`src/rtl/triv_hash_accum_if.sv`:
```
// Stream and tag handshake bundle for triv_hash_accum.
// A word moves when in_valid & in_ready are both high at a rising edge; the tag
// is consumed when tag_valid & tag_ready are both high; valid never waits on ready.
interface triv_hash_accum_if;
    logic        start;
    logic [31:0] key_in;
    logic        in_valid;
    logic [31:0] in_data;
    logic        in_last;
    logic        in_ready;
    logic        tag_valid;
    logic [31:0] tag_out;
    logic        tag_ready;

    modport master (
        output start, key_in, in_valid, in_data, in_last, tag_ready,
        input  in_ready, tag_valid, tag_out
    );

    modport slave (
        input  start, key_in, in_valid, in_data, in_last, tag_ready,
        output in_ready, tag_valid, tag_out
    );
endinterface

```
`src/rtl/triv_hash_accum.sv`:
```
// Polynomial hash over GF(2^32): acc <= (acc ^ word) * H per word, then
// tag = (acc ^ word_count) * H. Field polynomial x^32 + x^7 + x^3 + x^2 + 1.
module field_mult_32 (
    input  logic [31:0] a,
    input  logic [31:0] b,
    output logic [31:0] p
);
    localparam logic [32:0] POLY = 33'h1_0000_008D;

    logic [62:0] clmul;
    logic [62:0] red;

    always_comb begin
        clmul = '0;
        for (int i = 0; i < 32; i++) begin
            if (b[i]) clmul = clmul ^ ({31'd0, a} << i);
        end
        // Fold high bits down from the top so every reduction lands below the bit it clears.
        red = clmul;
        for (int i = 62; i >= 32; i--) begin
            if (red[i]) red = red ^ ({30'd0, POLY} << (i - 32));
        end
        p = red[31:0];
    end
endmodule

module triv_hash_accum #(
    parameter int PIPE = 1
) (
    input  logic                 clk,
    input  logic                 rst,
    triv_hash_accum_if.slave     bus,
    output logic [2:0]           state_dbg
);
    typedef enum logic [2:0] {
        IDLE   = 3'd0,
        ABSORB = 3'd1,
        WAITW  = 3'd2,
        LEN    = 3'd3,
        WAITL  = 3'd4,
        DONE   = 3'd5
    } state_t;

    localparam bit PIPED = (PIPE != 0);

    state_t      state, state_nx;
    logic [31:0] h, acc, cnt, prod_r, tag_r;
    logic [31:0] x, product;
    logic        last_r;
    logic        accept;
    logic        ready_c;

    field_mult_32 u_mult (
        .a (acc ^ x),
        .b (h),
        .p (product)
    );

    always_ff @(posedge clk) begin
        if (rst) state <= IDLE;
        else     state <= state_nx;
    end

    always_comb begin
        state_nx = state;
        ready_c  = 1'b0;
        accept   = 1'b0;
        x        = bus.in_data;
        case (state)
            IDLE: ;
            ABSORB: begin
                ready_c = ~bus.start;
                accept  = bus.in_valid & ~bus.start;
                if (accept) begin
                    if (PIPED)            state_nx = WAITW;
                    else if (bus.in_last) state_nx = LEN;
                end
            end
            WAITW: state_nx = last_r ? LEN : ABSORB;
            LEN: begin
                x        = cnt;
                state_nx = PIPED ? WAITL : DONE;
            end
            WAITL: state_nx = DONE;
            DONE:  if (bus.tag_ready) state_nx = IDLE;
            default: state_nx = IDLE;
        endcase
        // A new key aborts whatever is in flight, including a word offered this cycle.
        if (bus.start) state_nx = ABSORB;
    end

    always_ff @(posedge clk) begin
        if (rst) begin
            h      <= '0;
            acc    <= '0;
            cnt    <= '0;
            prod_r <= '0;
            tag_r  <= '0;
            last_r <= 1'b0;
        end else if (bus.start) begin
            h   <= bus.key_in;
            acc <= '0;
            cnt <= '0;
        end else begin
            case (state)
                ABSORB: if (accept) begin
                    cnt    <= cnt + 32'd1;
                    last_r <= bus.in_last;
                    if (PIPED) prod_r <= product;
                    else       acc    <= product;
                end
                WAITW: acc <= prod_r;
                LEN: begin
                    if (PIPED) prod_r <= product;
                    else       tag_r  <= product;
                end
                WAITL: tag_r <= prod_r;
                default: ;
            endcase
        end
    end

    assign bus.in_ready  = ready_c;
    assign bus.tag_valid = (state == DONE);
    assign bus.tag_out   = tag_r;
    assign state_dbg     = state;
endmodule
```
`src/flat_wrapper.sv`:
```
// flat-port wrapper written by rule: the top's interface ports become plain ports
module triv_hash_accum_flat 
#(
    parameter int PIPE = 1
)
  (clk, rst, state_dbg, bus_start, bus_key_in, bus_in_valid, bus_in_data, bus_in_last, bus_tag_ready, bus_in_ready, bus_tag_valid, bus_tag_out);
  triv_hash_accum_if bus_i ();
  input  logic clk;
  input  logic rst;
  output logic [2:0] state_dbg;
  input wire logic [$bits(bus_i.start)-1:0] bus_start;
  input wire logic [$bits(bus_i.key_in)-1:0] bus_key_in;
  input wire logic [$bits(bus_i.in_valid)-1:0] bus_in_valid;
  input wire logic [$bits(bus_i.in_data)-1:0] bus_in_data;
  input wire logic [$bits(bus_i.in_last)-1:0] bus_in_last;
  input wire logic [$bits(bus_i.tag_ready)-1:0] bus_tag_ready;
  output wire logic [$bits(bus_i.in_ready)-1:0] bus_in_ready;
  output wire logic [$bits(bus_i.tag_valid)-1:0] bus_tag_valid;
  output wire logic [$bits(bus_i.tag_out)-1:0] bus_tag_out;
  assign bus_i.start = bus_start;
  assign bus_i.key_in = bus_key_in;
  assign bus_i.in_valid = bus_in_valid;
  assign bus_i.in_data = bus_in_data;
  assign bus_i.in_last = bus_in_last;
  assign bus_i.tag_ready = bus_tag_ready;
  assign bus_in_ready = bus_i.in_ready;
  assign bus_tag_valid = bus_i.tag_valid;
  assign bus_tag_out = bus_i.tag_out;
  triv_hash_accum #(.PIPE(PIPE)) u_core (.clk(clk), .rst(rst), .bus(bus_i), .state_dbg(state_dbg));
endmodule
```
`config.mk`:
```
export PLATFORM = sky130hd
export DESIGN_NAME = triv_hash_accum_flat
export DESIGN_NICKNAME = d
export VERILOG_FILES = /design/src/rtl/triv_hash_accum_if.sv /design/src/rtl/triv_hash_accum.sv /design/src/flat_wrapper.sv
export SDC_FILE = /design/constraint.sdc
export NUM_CORES = 1
export LEC_CHECK = 0
export ABC_AREA = 1
export ABC_CLOCK_PERIOD_IN_PS = 4000
export CELL_PAD_IN_SITES_DETAIL_PLACEMENT = 1
export CELL_PAD_IN_SITES_GLOBAL_PLACEMENT = 1
export CORE_UTILIZATION = 25
export CTS_CLUSTER_DIAMETER = 150
export DETAILED_ROUTE_END_ITERATION = 12
export PLACE_DENSITY_LB_ADDON = 0.1
export REMOVE_ABC_BUFFERS = 1
export SYNTH_ARGS = -nofsm -noshare
export SYNTH_HDL_FRONTEND = slang
export SYNTH_SLANG_ARGS = --single-unit
```
`constraint.sdc`:
```
create_clock -name clk -period 4 [get_ports clk]
set_input_delay 0.6 -clock clk [delete_from_list [all_inputs] [get_ports clk]]
set_output_delay 0.6 -clock clk [all_outputs]
set_load 0.1 [all_outputs]
```
==> results.cfg, run 1 <==
[synth]
postSynthRegisterBits = 164
post_synth_instance_area_sq_um = 25600
synth_area_leader_cell = sky130_fd_sc_hd__nand2_1
yosys-top-cells-area = sky130_fd_sc_hd__nand2_1 (20%), sky130_fd_sc_hd__nor2_1 (13%), sky130_fd_sc_hd__dfxtp_1 (13%)
edff_count_synth = 0
async_reset_ff_share_pct = 0
syn-mean-instance-area_sq_um = 5.32
synth_seq_area_share_pct = 12.8
yosysWarningCount = 0
dominantRegCellSynth = sky130_fd_sc_hd__dfxtp_1
syn_inst = 4815
synth_cell_type_count = 41
synthDominantCellAreaShare_pct = 20.4

[sta]
tightestPinTransition_ns = 1.01
fin_worst_hold_slack_ns = 0.446
slew_headroom_pct = 32.4
final.setup.tns_ns = 0
grt_setup_unrepaired = no
final-max-slew-violation-count = 0
final_min_period_over_clock_period_pct = 93.2
fin_crit_ns = 3.73
setup_ws_ns = 0.271
setup_violations = 0
achievable-frequency_ghz = 0.268
final-hold-violation-count = 0
worst_clock_skew_ns = 0.0474

[setup_path]
worst-endpoint-required_ns = 4.41
critical_path.top_delay_family = simple AND/OR/NAND/NOR gates
reg2regPathDepth = 27
critPathMaxStageDelay_ns = 0.39
crit_cells = 27
startpoint_type = flop
worst_setup_path_end_kind = flop
cp.buffers_inverters = 6
critPathMostFrequentCell = sky130_fd_sc_hd__nand2_1
critPathMaxFanout = 30
cp_slowest_cell = sky130_fd_sc_hd__dfxtp_1
worst-setup-path-type = reg2reg
worst_ep_arrival_time_ns = 4.14

[grt]
grt_antenna_before_repair = 4
grt_first_pass_wirelength_microns = 210000
track_usage_pct = 27.8
globalRoute.totalOverflow = 0
first_global_vias = 30700
pin_count_of_the_biggest_net_entering_global_routing = 43

[finish]
layout-drive-gt1-share_pct = 9.70
flow.area_growth_from_synthesis_pct = 23.8
diodes = 0
final_util_pct = 31.2
layout_common_cells = sky130_fd_sc_hd__nand2_1 (1377), sky130_fd_sc_hd__nor2_1 (889), sky130_fd_sc_hd__inv_1 (545)
final_common_cell = sky130_fd_sc_hd__nand2_1
num-nets-final = 5150
final_cell_area_sq_um = 31700

[detailed_routing]
postRouteAntennaNets = 0
post_drt_wl_per_cell_microns = 22.3
wl_microns = 144000
num_vias = 31200
route.detailed.vias_per_inst = 4.83
detailedRoute.firstIterationViolations = 2041
drtPass1Iterations = 5
drc = 0

[pwr]
leakage_nw = 15.6
pwr-share-clk_pct = 17.0
p_switching_w = 0.00560
power_frac_comb_pct = 66.7
ir_worst_vdd_mv = 0.283
seq_power_share_pct = 16.3
internal_power_w = 0.00510
power_density_nw_per_um2 = 337
power.share.switching_pct = 52.3

[place]
finalWeightedCongestion = 0.928
placed_cell_area_sq_um = 31100
dp_worst_slack_ns = -0.130
buffer_ports.inserted = 106
dp_hpwl_microns = 111000

[floorplanning]
ioPinCount = 107
initial_utilization_pct = 25.2
placementRows = 117
design.core.area_sq_um = 102000
floorplan.die.width_microns = 322
die_h_microns = 322
dieArea_sq_um = 104000

[cts]
cts_setup_buffers = 0
clock_tree.htree_level_count = 4
cts_tree = done
clock_insertion_delay_worst_skew_ns = 0.56
clock_root_buffer_master = sky130_fd_sc_hd__clkbuf_16
cts_buffer_depth = 2
cts_num_sinks = 164
clkTransAtPathRegs_ns = 0.07
cts_inserted_buffers = 17

[min_path]
hold_class = reg2reg
worstHoldPathCells = 2

[run]
cap_viol_max_count = 0

[outcome]
run_status = finished clean
## timing repair
action | 4_1_cts | 5_1_grt
endpoints found under the setup margin | 0 | 22
hold buffers | 0 | 0
gates resized for setup | 0 | 26
## cell usage after synthesis (all sizes together), types with 15 or more instances
master,number
nand2,1398
nor2,895
inv,555
nand3,368
xor2,311
xnor2,308
o21ai,250
dfxtp,164
clkbuf,162
a21oi,131
buf,92
nand3b,63
nand4,30
nor3,20
or2,15
## state kept, by name, summed over array words and instances (netlist names)
name / count
u_core.bus.tag_out: 32
u_core.last_r: 1
u_core.cnt: 32
u_core.acc: 32
u_core.state_dbg: 3
u_core.h: 32
u_core.prod_r: 32
## final timing paths
path	startpoint	endpoint	slack (ns)
hold / removal	u_core.bus.tag_out[26]	u_core.bus.tag_out[26]	0.45
setup / recovery	u_core.state_dbg[2]	u_core.prod_r[16]	0.27
setup reg to reg	u_core.state_dbg[2]	u_core.prod_r[16]	0.27
hold reg to reg	u_core.bus.tag_out[26]	u_core.bus.tag_out[26]	0.45
## power groups by stage
stage | registers, W | logic (W) | clock network, W
detailed placement | 0.00178 | 0.00705 | 0
floorplan | 0.00179 | 0.00389 | 0
global placement | 0.00178 | 0.00694 | 0
global route | 0.00175 | 0.00781 | 0.00192
finish | 0.00174 | 0.00714 | 0.00182
CTS | 0.00174 | 0.00708 | 0.00189
## kinds of logic after synthesis
| kind of cell | synth area share [%] |
|---|---|
| and+or+nand+nor | 44.7 |
| buffers and inverters | 12.5 |
| xor gates and xnor gates | 21.8 |
| AOI/OAI and AO/OA | 8.16 |
| DFF | 12.8 |
| adders and majority gates | 0.0488 |
## metal layers
layer  vias to the layer above  share of wire [%]  global-route usage (%)
met5                         -                  0                       0
met4                         0                2.4                    7.62
met3                       121                4.0                    2.54
met2                       617                 45                    45.9
met1                     15300                 48                    38.2
li1                      15200                  -                       -
## per-stage QoR
stage	cells	power, W
6_report	6460	0.0107
2_1_floorplan	4561	0.00568
3_5_place_dp	6428	0.00883
4_1_cts	6460	0.0107
5_1_grt	6460	0.0115
3_3_place_gp	6428	0.00873
## worst register-to-register path: stages, from the launching register on
cell and delay [ns]:
sky130_fd_sc_hd__dfxtp_1 0.39, sky130_fd_sc_hd__inv_2 0.06, sky130_fd_sc_hd__nand3_2 0.10, sky130_fd_sc_hd__buf_8 0.23
sky130_fd_sc_hd__nand2_1 0.19, sky130_fd_sc_hd__nand2_1 0.10, sky130_fd_sc_hd__nand2_1 0.07, sky130_fd_sc_hd__nand2_1 0.10
sky130_fd_sc_hd__buf_12 0.18, sky130_fd_sc_hd__buf_4 0.30, sky130_fd_sc_hd__nor2_1 0.13, sky130_fd_sc_hd__xor2_1 0.17
sky130_fd_sc_hd__nand3_1 0.08, sky130_fd_sc_hd__nand2_1 0.09, sky130_fd_sc_hd__nand3b_1 0.19, sky130_fd_sc_hd__nand3_1 0.12
sky130_fd_sc_hd__nand2_1 0.06, sky130_fd_sc_hd__nand2_1 0.05, sky130_fd_sc_hd__nand2_1 0.16, sky130_fd_sc_hd__inv_1 0.13
sky130_fd_sc_hd__nand2_1 0.06, sky130_fd_sc_hd__nand2_1 0.07, sky130_fd_sc_hd__nand3_1 0.09, sky130_fd_sc_hd__nand3_1 0.08
sky130_fd_sc_hd__nand2_1 0.05, sky130_fd_sc_hd__nor2_1 0.19, sky130_fd_sc_hd__buf_4 0.15, sky130_fd_sc_hd__nor2_1 0.03
## final cells by class
class | count | area [sq um]
fillers | 13600 | 70000
multi-input cells | 3831 | 19200
repair buffers | 499 | 4820
flip-flops and latches | 164 | 3290
inverters | 566 | 2120
well taps | 1368 | 1710
clock buffers | 18 | 429
clock inverters | 14 | 139
(Power assumes the default switching activity.)
==> run 2: changes to the inputs <==
--- a/config.mk
+++ b/config.mk
@@ -12,7 +12,7 @@
 export CORE_UTILIZATION = 25
 export CTS_CLUSTER_DIAMETER = 150
 export DETAILED_ROUTE_END_ITERATION = 12
-export PLACE_DENSITY_LB_ADDON = 0.1
+export PLACE_DENSITY = 0.58
 export REMOVE_ABC_BUFFERS = 1
 export SYNTH_ARGS = -nofsm -noshare
 export SYNTH_HDL_FRONTEND = slang
==> run 2 against run 1 <==
Effect of this change:
- global-route usage down 1.5 points
- critical path depth shrank 7
- register-to-register slack worse by 0.03 ns
- non-clock buffer count is 35 lower
- cell count fell by 0.54%
- via count up 0.81%
- sequential power hardly changed
- die area unchanged
- combinational power decreased by 3.2%
- maximum frequency is 0.91% lower
- critical endpoint is now u_core.prod_r[28]
- highest routed layer unchanged
==> results.cfg, run 2 (synthesis gave the netlist of run 1 again) <==
[cts]
clock_insertion_delay_worst_skew_ns = 0.54
cts_buffer_depth = 2
clkTransAtPathRegs_ns = 0.07
clock_tree.htree_level_count = 4
cts_tree = done
cts_inserted_buffers = 17
holdBufCountCts = 0
clock_root_buffer_master = sky130_fd_sc_hd__clkbuf_16
cts_num_sinks = 164

[pwr]
leakage_nw = 15.4
ir_worst_vdd_mv = 0.379
total_power_w = 0.0105
power_density_nw_per_um2 = 335

[finish]
layout_common_cells = sky130_fd_sc_hd__nand2_1 (1370), sky130_fd_sc_hd__nor2_1 (883), sky130_fd_sc_hd__inv_1 (542)
diodes = 0
flow.area_growth_from_synthesis_pct = 22.8
seq_area_sq_um = 3290
num-nets-final = 5115
footprint_of_the_multi_input_gates_sq_um = 19300
layout-drive-gt1-share_pct = 9.45
final_util_pct = 30.9
final_common_cell = sky130_fd_sc_hd__nand2_1
fill_cells = 13500

[sta]
fin_worst_hold_slack_ns = 0.445
final-max-slew-violation-count = 0
worst_clock_skew_ns = 0.0355
tightestPinTransition_ns = 1.05
slew_headroom_pct = 29.6
final_min_period_over_clock_period_pct = 94.1
fin_crit_ns = 3.76
achievable-frequency_ghz = 0.266
setup_ws_ns = 0.236
final-hold-violation-count = 0
setup_violations = 0

[setup_path]
worst_setup_path_end_kind = flop
worst-setup-path-type = reg2reg
worst_ep_arrival_time_ns = 4.18
cp_slowest_cell = sky130_fd_sc_hd__dfxtp_1
cp.buffers_inverters = 6
critPathMaxStageDelay_ns = 0.42
critPathCapture = u_core.prod_r[28]
critical_path.top_delay_family = XOR/XNOR gates
timing.rr.start = u_core.state_dbg[2]
worst_r2r_endpoint = u_core.prod_r[28]
rrSetupSlack_ns = 0.24
startpoint_type = flop
critPathLaunch = u_core.state_dbg[2]
reg2regPathDepth = 20
critPathMostFrequentCell = sky130_fd_sc_hd__nand2_1
critPathMaxFanout = 29
worst-endpoint-required_ns = 4.41
crit_cells = 20
worstPathCellList = inv_2 > nand3_2 > buf_12 > nand2_1 > o21ai_0 > nand2_1 > nand2_1 > buf_12 > buf_4 > nor2_1 > xnor2_1 > xor2_1 > xor2_1 > xor2_1 > xor2_1 > inv_1 > nand2_1 > nand3_1 > nand2_1 > inv_1

[detailed_routing]
postRouteAntennaNets = 0
wl_microns = 138000
num_vias = 31500
drc = 0
route.detailed.vias_per_inst = 4.90
detailedRoute.firstIterationViolations = 2309
drtPass1Iterations = 5
post_drt_wl_per_cell_microns = 21.4

[floorplanning]
dieArea_sq_um = 104000
floorplan.die.width_microns = 322
ioPinCount = 107
initial_utilization_pct = 25.2
die_h_microns = 322
placementRows = 117
design.core.area_sq_um = 102000

[place]
dp_hpwl_microns = 105000
finalWeightedCongestion = 0.935
dp_worst_slack_ns = -0.165
buffer_ports.inserted = 106

[run]
cap_viol_max_count = 0

[min_path]
hold_class = reg2reg

[grt]
track_usage_pct = 26.3
first_global_vias = 30700
globalRoute.totalOverflow = 0
grt_antenna_before_repair = 1
grt_first_pass_wirelength_microns = 201000
pin_count_of_the_biggest_net_entering_global_routing = 67

[outcome]
run_status = finished clean
[run 2: timing repair]
item	CTS	global route
gates resized for setup	0	45
setup buffers	0	7
endpoints found under the setup margin	0	25
[run 2: how the worst min path moves through the flow]
stage                                 from  cells past startpoint  slack (ns)                endpoint
floorplan                u_core.prod_r[17]                      2        0.44          u_core.acc[17]
global placement    u_core.bus.tag_out[20]                      2        0.43  u_core.bus.tag_out[20]
detailed placement  u_core.bus.tag_out[23]                      2        0.44  u_core.bus.tag_out[23]
CTS                 u_core.bus.tag_out[22]                      2        0.45  u_core.bus.tag_out[22]
global route        u_core.bus.tag_out[22]                      2        0.46  u_core.bus.tag_out[22]
finish              u_core.bus.tag_out[22]                      2        0.44  u_core.bus.tag_out[22]
[run 2: per-layer routing]
metal | part of all wire (%) | global-route usage [%] | wire, microns
met3 | 5.3 | 3.43 | 7330
met5 | 0 | 0 | 0
met1 | 45 | 34.3 | 61900
met4 | 3.9 | 9.81 | 5350
met2 | 46 | 43.8 | 63000
[run 2: metrics by stage]
step	instance area [sq um]	instances	TNS [ns]
after floorplan	24500	4561	-20.96
after global placement	30600	6385	-0.392
after detailed placement	30600	6385	-1.01
after CTS	31200	6417	0
after global routing	31500	6425	-0.00478
final	31500	6425	0
[run 2: layout make-up]
cell class | instances | share of cell area, %
clock inverter | 14 | 0.537
sequential | 164 | 10.4
tap | 1368 | 5.44
clock buffer | 18 | 1.40
timing repair buffer | 464 | 14.1
inverter | 566 | 6.78
multi-input combinational | 3831 | 61.3
[run 2: worst min-delay path: cells and delay by family, from the launching register on]
family	cells	cell delay [ns]
compound gates	1	0.05
buf+inv	1	0.05
flops	1	0.31
[run 2: power by group]
group | switching (W) | internal, W
Sequential | 0.0000564 | 0.00169
Combinational | 0.00446 | 0.00245
Clock | 0.000926 | 0.000955
Total | 0.00544 | 0.00509
